### config.mk
export PLATFORM = sky130hd
export DESIGN_NAME = mux16_rr_arbiter
export DESIGN_NICKNAME = d
export VERILOG_FILES = /design/src/rtl/mux16_arb_pkg.sv /design/src/rtl/rr_priority_pick.sv /design/src/rtl/mux16_rr_arbiter.sv
export SDC_FILE = /design/constraint.sdc
export NUM_CORES = 1
export LEC_CHECK = 0
export CORE_MARGIN = 3
export CORE_UTILIZATION = 58
export DETAILED_ROUTE_END_ITERATION = 7
export GPL_TIMING_DRIVEN = 0
export PLACE_DENSITY = 0.92
export SLEW_MARGIN = 20
export SYNTH_ARGS = -nofsm -noshare
export SYNTH_HDL_FRONTEND = slang
export SYNTH_SLANG_ARGS = --single-unit
### constraint.sdc
create_clock -name i_clk -period 5.6 [get_ports i_clk]
set_input_delay 1.12 -clock i_clk [delete_from_list [all_inputs] [get_ports i_clk]]
set_output_delay 1.12 -clock i_clk [all_outputs]
set_load 0.01 [all_outputs]
### src/rtl/mux16_arb_pkg.sv
// Shared definitions for the 16-way round-robin mux arbiter.
// Holds the requester count, select width, FSM state type and a one-hot helper.
package mux16_arb_pkg;

    localparam int N_REQ = 16;
    localparam int SEL_W = 4;

    typedef enum logic {
        IDLE  = 1'b0,
        GRANT = 1'b1
    } arb_state_t;

    function automatic logic [N_REQ-1:0] onehot(input logic [SEL_W-1:0] idx);
        logic [N_REQ-1:0] v;
        v      = '0;
        v[idx] = 1'b1;
        return v;
    endfunction

endpackage

### src/rtl/rr_priority_pick.sv
// Rotating-priority picker: returns the first requester at or after the pointer,
// wrapping modulo N_REQ, by rotate / priority-encode / un-rotate.
module rr_priority_pick
    import mux16_arb_pkg::*;
(
    input  logic [N_REQ-1:0] i_req,
    input  logic [SEL_W-1:0] i_ptr,
    output logic [SEL_W-1:0] o_pick,
    output logic             o_any
);

    logic [N_REQ-1:0] w_rot;
    logic [SEL_W-1:0] w_enc;

    // Bit 0 of w_rot corresponds to requester i_ptr.
    assign w_rot = N_REQ'({i_req, i_req} >> i_ptr);

    always_comb begin
        w_enc = '0;
        for (int i = N_REQ - 1; i >= 0; i--) begin
            if (w_rot[i]) begin
                w_enc = SEL_W'(i);
            end
        end
    end

    assign o_pick = w_enc + i_ptr;
    assign o_any  = |i_req;

endmodule

### src/rtl/mux16_rr_arbiter.sv
// Round-robin arbiter driving the select of a 16:1 mux, with a bounded hold time
// per grant and a one-cycle TIMEOUT pulse when a grant is forcibly revoked.
module mux16_rr_arbiter
    import mux16_arb_pkg::*;
#(
    parameter int MAX_HOLD = 8
) (
    input  logic             i_clk,
    input  logic             i_rst_n,
    input  logic [N_REQ-1:0] i_req,
    input  logic             i_done,
    output logic [SEL_W-1:0] o_sel,
    output logic [N_REQ-1:0] o_gnt,
    output logic             o_busy,
    output logic             o_timeout
);

    localparam logic [7:0] HOLD_LIM = 8'(MAX_HOLD);

    arb_state_t       r_state;
    logic [SEL_W-1:0] r_ptr;
    logic [7:0]       r_hcnt;
    logic [SEL_W-1:0] r_sel;
    logic [N_REQ-1:0] r_gnt;
    logic             r_busy;
    logic             r_timeout;

    arb_state_t       w_state_nxt;
    logic [SEL_W-1:0] w_ptr_nxt;
    logic [7:0]       w_hcnt_nxt;
    logic [SEL_W-1:0] w_sel_nxt;
    logic [N_REQ-1:0] w_gnt_nxt;
    logic             w_busy_nxt;
    logic             w_timeout_nxt;

    logic [SEL_W-1:0] w_pick_ptr;
    logic [SEL_W-1:0] w_pick;
    logic             w_any;
    logic             w_owner_req;
    logic             w_at_max;
    logic             w_release;

    // While granting, the pick is only consumed on release, when the pointer
    // moves to owner+1; looking ahead here gives back-to-back grants.
    assign w_pick_ptr  = (r_state == GRANT) ? (r_sel + SEL_W'(1)) : r_ptr;
    assign w_owner_req = i_req[r_sel];
    assign w_at_max    = (r_hcnt >= HOLD_LIM);
    assign w_release   = i_done || !w_owner_req || w_at_max;

    rr_priority_pick u_pick (
        .i_req  (i_req),
        .i_ptr  (w_pick_ptr),
        .o_pick (w_pick),
        .o_any  (w_any)
    );

    always_ff @(posedge i_clk or negedge i_rst_n) begin
        if (!i_rst_n) begin
            r_state   <= IDLE;
            r_ptr     <= '0;
            r_hcnt    <= '0;
            r_sel     <= '0;
            r_gnt     <= '0;
            r_busy    <= 1'b0;
            r_timeout <= 1'b0;
        end else begin
            r_state   <= w_state_nxt;
            r_ptr     <= w_ptr_nxt;
            r_hcnt    <= w_hcnt_nxt;
            r_sel     <= w_sel_nxt;
            r_gnt     <= w_gnt_nxt;
            r_busy    <= w_busy_nxt;
            r_timeout <= w_timeout_nxt;
        end
    end

    always_comb begin
        w_state_nxt   = r_state;
        w_ptr_nxt     = r_ptr;
        w_hcnt_nxt    = r_hcnt;
        w_sel_nxt     = r_sel;
        w_gnt_nxt     = r_gnt;
        w_busy_nxt    = r_busy;
        w_timeout_nxt = 1'b0;

        unique case (r_state)
            IDLE: begin
                if (w_any) begin
                    w_state_nxt = GRANT;
                    w_gnt_nxt   = onehot(w_pick);
                    w_sel_nxt   = w_pick;
                    w_busy_nxt  = 1'b1;
                    w_hcnt_nxt  = 8'd1;
                end
            end
            GRANT: begin
                if (!w_release) begin
                    w_hcnt_nxt = r_hcnt + 8'd1;
                end else begin
                    w_ptr_nxt = r_sel + SEL_W'(1);
                    // DONE coinciding with the hold limit counts as a normal release.
                    w_timeout_nxt = w_at_max && w_owner_req && !i_done;
                    if (w_any) begin
                        w_gnt_nxt  = onehot(w_pick);
                        w_sel_nxt  = w_pick;
                        w_hcnt_nxt = 8'd1;
                    end else begin
                        w_state_nxt = IDLE;
                        w_gnt_nxt   = '0;
                        w_busy_nxt  = 1'b0;
                        w_hcnt_nxt  = '0;
                    end
                end
            end
            default: begin
                w_state_nxt = IDLE;
            end
        endcase
    end

    assign o_sel     = r_sel;
    assign o_gnt     = r_gnt;
    assign o_busy    = r_busy;
    assign o_timeout = r_timeout;

endmodule

* Word-level counts from Yosys, hierarchy flattened
Index checks and enable logic that the tools add are counted.
** Cells by class
- $add $sub $neg :: 3
- Magnitude comparators :: 4
- Eq/ne operators :: 3
- Shifts and indexed selects :: 1
- Muxes and demuxes :: 41
- Bitwise logic cells :: 1
- Reduce and logical (&&, ||, !) cells :: 11
** Operators with widths (number)
- $mux W4 :: 19
- $mux W16 :: 3
- $pmux W16 S2 :: 1
- $shr A32 B4 Y16 :: 1
- $mux W8 :: 2
- $pmux W8 S2 :: 1
- $reduce_or A16 Y1 :: 1
- $lt A4 B5 Y1 const B :: 2
- $mux W1 :: 10
- $add A8 B1 Y8 const B :: 1
- $ge A8 B4 Y1 const B :: 1
- $pmux W4 S2 :: 1
- $add A4 B1 Y4 const B :: 1
- $add A4 B4 Y4 :: 1
- $bmux W1 S4 :: 1
- $demux W1 S4 :: 1
- $ge A4 B1 Y1 const B :: 1
- $ne A2 B1 Y1 const B :: 2
- $pmux W1 S2 :: 2
- $reduce_and A2 Y1 :: 2
- $logic_and A1 B1 Y1 :: 3
- $reduce_and A3 Y1 :: 1
- $logic_not A1 Y1 :: 2
- $logic_or A1 B1 Y1 :: 2
- other kinds (2) :: 2
** Storage, ports and cells
- Bits in registers :: 35
- Input bits :: 19
- Output and inout port bits :: 22
- Logic and storage cells :: 71

* Longest topological paths before layout
- Depth in word-level cells :: 27
- Depth in mapped cells :: 20
- Gate-level depth less buffers :: 18

* Cells and area by module
Synthesis repeated with hierarchy kept, for this count alone.
** Second synthesis, totals
- Cell total of the unflattened synthesis :: 239
- Area total of the unflattened synthesis :: 2916.5 µm²
** By module, submodules not included
- mux16_rr_arbiter :: times used 1, cells an instance 140, area each 1735.4 µm², seq. area each 875.8 µm²
- rr_priority_pick :: times used 1, cells an instance 99, area each 1181.1 µm², seq. area each 0.0 µm²

* Worst setup path after synthesis
Ideal clock, no wire load.
- Kind :: in2reg
- From :: in i_req[9]
- To :: reg r_gnt[10] (netlist: o_gnt[10])
- Library setup time :: 127 ps
- Data arrival time :: 3816 ps
- Required time :: 5473 ps
- Path slack :: 1657 ps
- Cell stages on the path :: 15
- Path buffers :: 0
- Cells stage by stage :: a21boi_1 -> a31oi_1 -> mux2i_1 -> mux2_2 -> nor2b_2 -> nand2_1 -> a21o_1 -> a21oi_1 -> nor2_1 -> ha_1 -> a21oi_1 -> inv_1 -> a41oi_4 -> xor2_2 -> o21ai_1
** On the way
- Longest elaborated chain between the ends :: 25
- Elaborated cells on any way between the ends :: 36
- Those cells by class :: 1 x add/sub; 2 x order compare; 2 x eq/ne; 1 x shift; 24 x mux; 6 x reduce/logical
** Ends and longest elaborated chain
- from (decl) :: line mux16_rr_arbiter.sv:10 : input logic [N_REQ-1:0] i_req,
- $shr A32 B4 Y16 :: line rr_priority_pick.sv:16 : assign w_rot = N_REQ'({i_req, i_req} >> i_ptr);
- $mux W4 (16 in a row) :: line rr_priority_pick.sv:21 : if (w_rot[i]) begin
- $add A4 B4 Y4 :: line rr_priority_pick.sv:27 : assign o_pick = w_enc + i_ptr;
- $lt A4 B5 Y1 (not written as such) or $ge A4 B1 Y1 (tied branches) :: line mux16_arb_pkg.sv:16 : v[idx] = 1'b1;
- $logic_and A1 B1 Y1 (not written as such) :: line mux16_arb_pkg.sv:16
- $mux W1 (not written as such) :: line mux16_arb_pkg.sv:16
- $demux W1 S4 :: line mux16_arb_pkg.sv:16
- $mux W16 :: line mux16_rr_arbiter.sv:103 : if (w_any) begin
- $mux W16 :: line mux16_rr_arbiter.sv:97 : if (!w_release) begin
- $pmux W16 S2 :: line mux16_rr_arbiter.sv:86 : unique case (r_state)
- to (signal assigned) :: line mux16_rr_arbiter.sv:71 : r_gnt <= w_gnt_nxt;
- to (decl) :: line mux16_rr_arbiter.sv:24 : logic [N_REQ-1:0] r_gnt;
Parallel ways exist; a longest one is shown, timed or not. The select of a mux whose other input is x is not followed.
A chain may end at the register's enable or synchronous reset.

* Worst setup path after layout
- From :: in i_req[15]
- To :: reg r_gnt[10] (netlist: o_gnt[10])
The elaborated chain is that of the path after synthesis.

==> results.py <==
metrics = {
    "outcome": {
        "status": "completed",
    },
    "cells_and_area": {
        "diodes": 0,
        "nFillCells": 381,
        "nets": 408,
        "synthToLayoutAreaGrowth_pct": 19.88,
        "drive_above_1_share_pct": 16.67,
    },
    "cts": {
        "insertion_delay_ps": 290,
        "cts_buffers": 5,
        "cts_max_level": 2,
        "cts_tree": "yes",
        "cts.root.buffer_cell": "clkbuf_8",
        "cts_resized": 0,
        "cts_buffer_depth": 2,
        "holdBufCountCts": 0,
        "clk_pin_slew_ps": 70,
        "cts_setup_buffers": 0,
        "clock_sinks": 35,
    },
    "sta": {
        "fin_crit_sh_pct": 84.58,
        "layout_min_cycle_time_ps": 4737,
        "skew_ps": 5.756,
        "rsz0062_at_grt": "no",
        "fmax_mhz": 211.1,
        "tightest_slew_ps": 507.9,
        "slew_viol_final": 0,
        "hold_viol": 0,
        "finalSetupTns_ps": 0,
        "setup_viol": 0,
        "maxSlewHeadroom_pct": 65.17,
    },
    "setup_path": {
        "arrival_ps": 4950,
        "cp.required_ps": 5820,
        "path_max_fanout": 5,
        "worst_path_largest_cell_delay_ps": 530,
        "startpoint_type": "primary input",
        "crit_top_cell": "mux2i_1",
        "crit_type": "in2reg",
        "crit_chain": "clkdlybuf4s50_1 -> mux2i_1 -> mux2i_1 -> mux2i_1 -> nand2_1 -> a21oi_1 -> nand2_1 -> and3_1 -> o211ai_1 -> a41oi_1 -> fa_1 -> xnor2_1 -> nand3_1 -> nand2b_1 -> o21ai_1",
        "slowest_stage": "clkdlybuf4s50_1",
        "end_kind": "flop",
    },
    "synth": {
        "yosys_register_bits": 35,
        "yosysWarnings": 0,
        "synth_cell_types": 67,
        "async_flop_share_pct": 100.0,
        "ys_top_cells_by_count": "nand2_1 (47), mux2i_1 (38), dfrtp_1 (35), nand3_1 (15), a21oi_1 (14)",
        "synth_top_family_by_area": "multiplexers",
        "yosysMostFrequentCell": "nand2_1",
        "synth_fa_ha_area_share_pct": 2.954,
        "yosys.area.top_type": "dfrtp_1",
        "yosysSeqAreaShare_pct": 27.94,
        "synthTopCellsByArea": "dfrtp_1 (28%), mux2i_1 (12%), nand2_1 (5.6%)",
        "synth-main-ff-cell": "dfrtp_1",
        "synthMuxAreaShare_pct": 22.28,
        "synth_edf_count": 0,
        "synthXorXnorAreaFrac_pct": 4.591,
        "syn_area_per_cell_um2": 9.356,
        "synth_fp_nets": 360,
        "synth_area_mm2": 0.003134,
        "synth.top_cell.area_share_pct": 27.94,
        "synth_compound_area_share_pct": 18.72,
        "postSynthCellCount": 335,
        "synthSimpleGateAreaFrac_pct": 18.08,
    },
    "global_routing": {
        "grt_max_degree": 26,
        "grt_use_total_pct": 28.44,
        "antenna_found_initial": 0,
        "grt_pass1_wl_um": 14010,
        "gr-total-overflow": 0,
        "grt_pass1_vias": 2918,
    },
    "detailed_routing": {
        "num_vias": 2874,
        "drtIter0Drc": 267,
        "drc": 0,
        "firstDrtPassIters": 5,
        "wl_per_cell_um": 18.99,
        "viasPerCell": 6.330,
        "postRouteAntennaNets": 0,
        "wl_um": 8623,
    },
    "floorplan": {
        "dieArea_mm2": 0.006322,
        "rows": 26,
        "initial_core_util_pct": 60.60,
        "core_mm2": 0.005172,
        "die_h_um": 79.51,
        "io_pins": 41,
        "dieWidth_um": 79.51,
    },
    "min_path": {
        "hp-class": "reg2reg",
    },
    "placed_design": {
        "dpl.hpwl_um": 6735,
        "gp_congestion": 0.9334,
        "portBuffers": 40,
    },
    "run": {
        "drv_cap": 0,
    },
}
## worst max-delay path: cells and delay by family
family          cells  cell delay, ps
xor+xnor            1             450
simple gates        5             870
fa+ha+maj           1             490
compound gates      4             640
mux                 3             830
buf+inv             1             530
## metrics by stage
| stage | hold slack (ps) | cells | utilization [%] | instance area, um2 | worst slack, ps |
|---|---|---|---|---|---|
| final | 483.8 | 454 | 72.64 | 3757 | 863.3 |
| after global routing | 513.4 | 454 | 72.64 | 3757 | 632.7 |
| after CTS | 482.0 | 454 | 72.64 | 3757 | 954.9 |
| after detailed placement | 467.9 | 446 | 70.46 | 3645 | 641.0 |
| after global placement | 465.4 | 445 | 70.03 | 3622 | 785.0 |
| after floorplan | 446.9 | 335 | - | 3134 | 1657 |
## cell families after synthesis
kind of cell    count (synthesis)
compound gates                 80
xor+xnor                       10
fa+ha+maj                       7
buf+inv                        30
flops                          35
mux                            59
simple gates                  114
## worst paths after layout
kind                            slack, ps                   from  cells after the start                    end
worst min-delay path                  480  o_gnt[11]$_DFFE_PN0P_                      2  o_gnt[11]$_DFFE_PN0P_
worst min register to register        480  o_gnt[11]$_DFFE_PN0P_                      2  o_gnt[11]$_DFFE_PN0P_
min in group asynchronous             700                i_rst_n                      1   r_ptr[0]$_DFFE_PN0P_
worst max-delay path                  860              i_req[15]                     15  o_gnt[10]$_DFFE_PN0P_
worst max register to register       1040   o_sel[1]$_DFFE_PN0P_                     17  o_gnt[10]$_DFFE_PN0P_
max in group asynchronous            4480                i_rst_n                      2  o_gnt[10]$_DFFE_PN0P_
## area by class of cell
cell class | instances | area (um2) | area share [%]
multi-input combinational | 270 | 2088 | 55.58
buffer | 17 | 121.4 | 3.230
tap | 70 | 87.58 | 2.331
timing repair buffer | 41 | 422.9 | 11.26
clock inverter | 3 | 43.79 | 1.166
inverter | 13 | 48.80 | 1.299
clock buffer | 5 | 68.82 | 1.832
sequential | 35 | 875.8 | 23.31
## state kept, by name, summed over array words and instances (netlist names)
name,cells
r_ptr,4
o_busy,1
r_hcnt,8
r_state,1
o_sel,4
o_timeout,1
o_gnt,16
## layer usage
metal	vias to the layer above	global-route usage [%]	share of wire (%)
li1	1322	-	-
met1	1409	36.16	41
met2	124	48.66	50
met3	19	4.176	6.8
met4	0	10.65	2.2
met5	-	0	0
## cell usage in the layout, fill, tap and decap left out, types with 5 or more instances in the layout
master | Yosys | final
o211ai_1 | 5 | 5
buf_2 | 7 | 8
dfrtp_1 | 35 | 35
nand2_1 | 47 | 47
o31ai_1 | 10 | 10
and2_1 | 7 | 7
ha_1 | 5 | 5
clkdlybuf4s50_1 | 0 | 39
clkbuf_8 | 0 | 5
nor3_1 | 6 | 6
mux4_2 | 5 | 5
o21ai_0 | 8 | 8
nor2_1 | 13 | 13
mux2i_1 | 38 | 38
o21ai_1 | 12 | 12
inv_1 | 9 | 9
mux2_2 | 7 | 7
nand3_1 | 15 | 15
a21oi_1 | 14 | 14
Power is not shown: default switching activity piles up to over one toggle a cycle in this logic, so the estimate is an artifact.
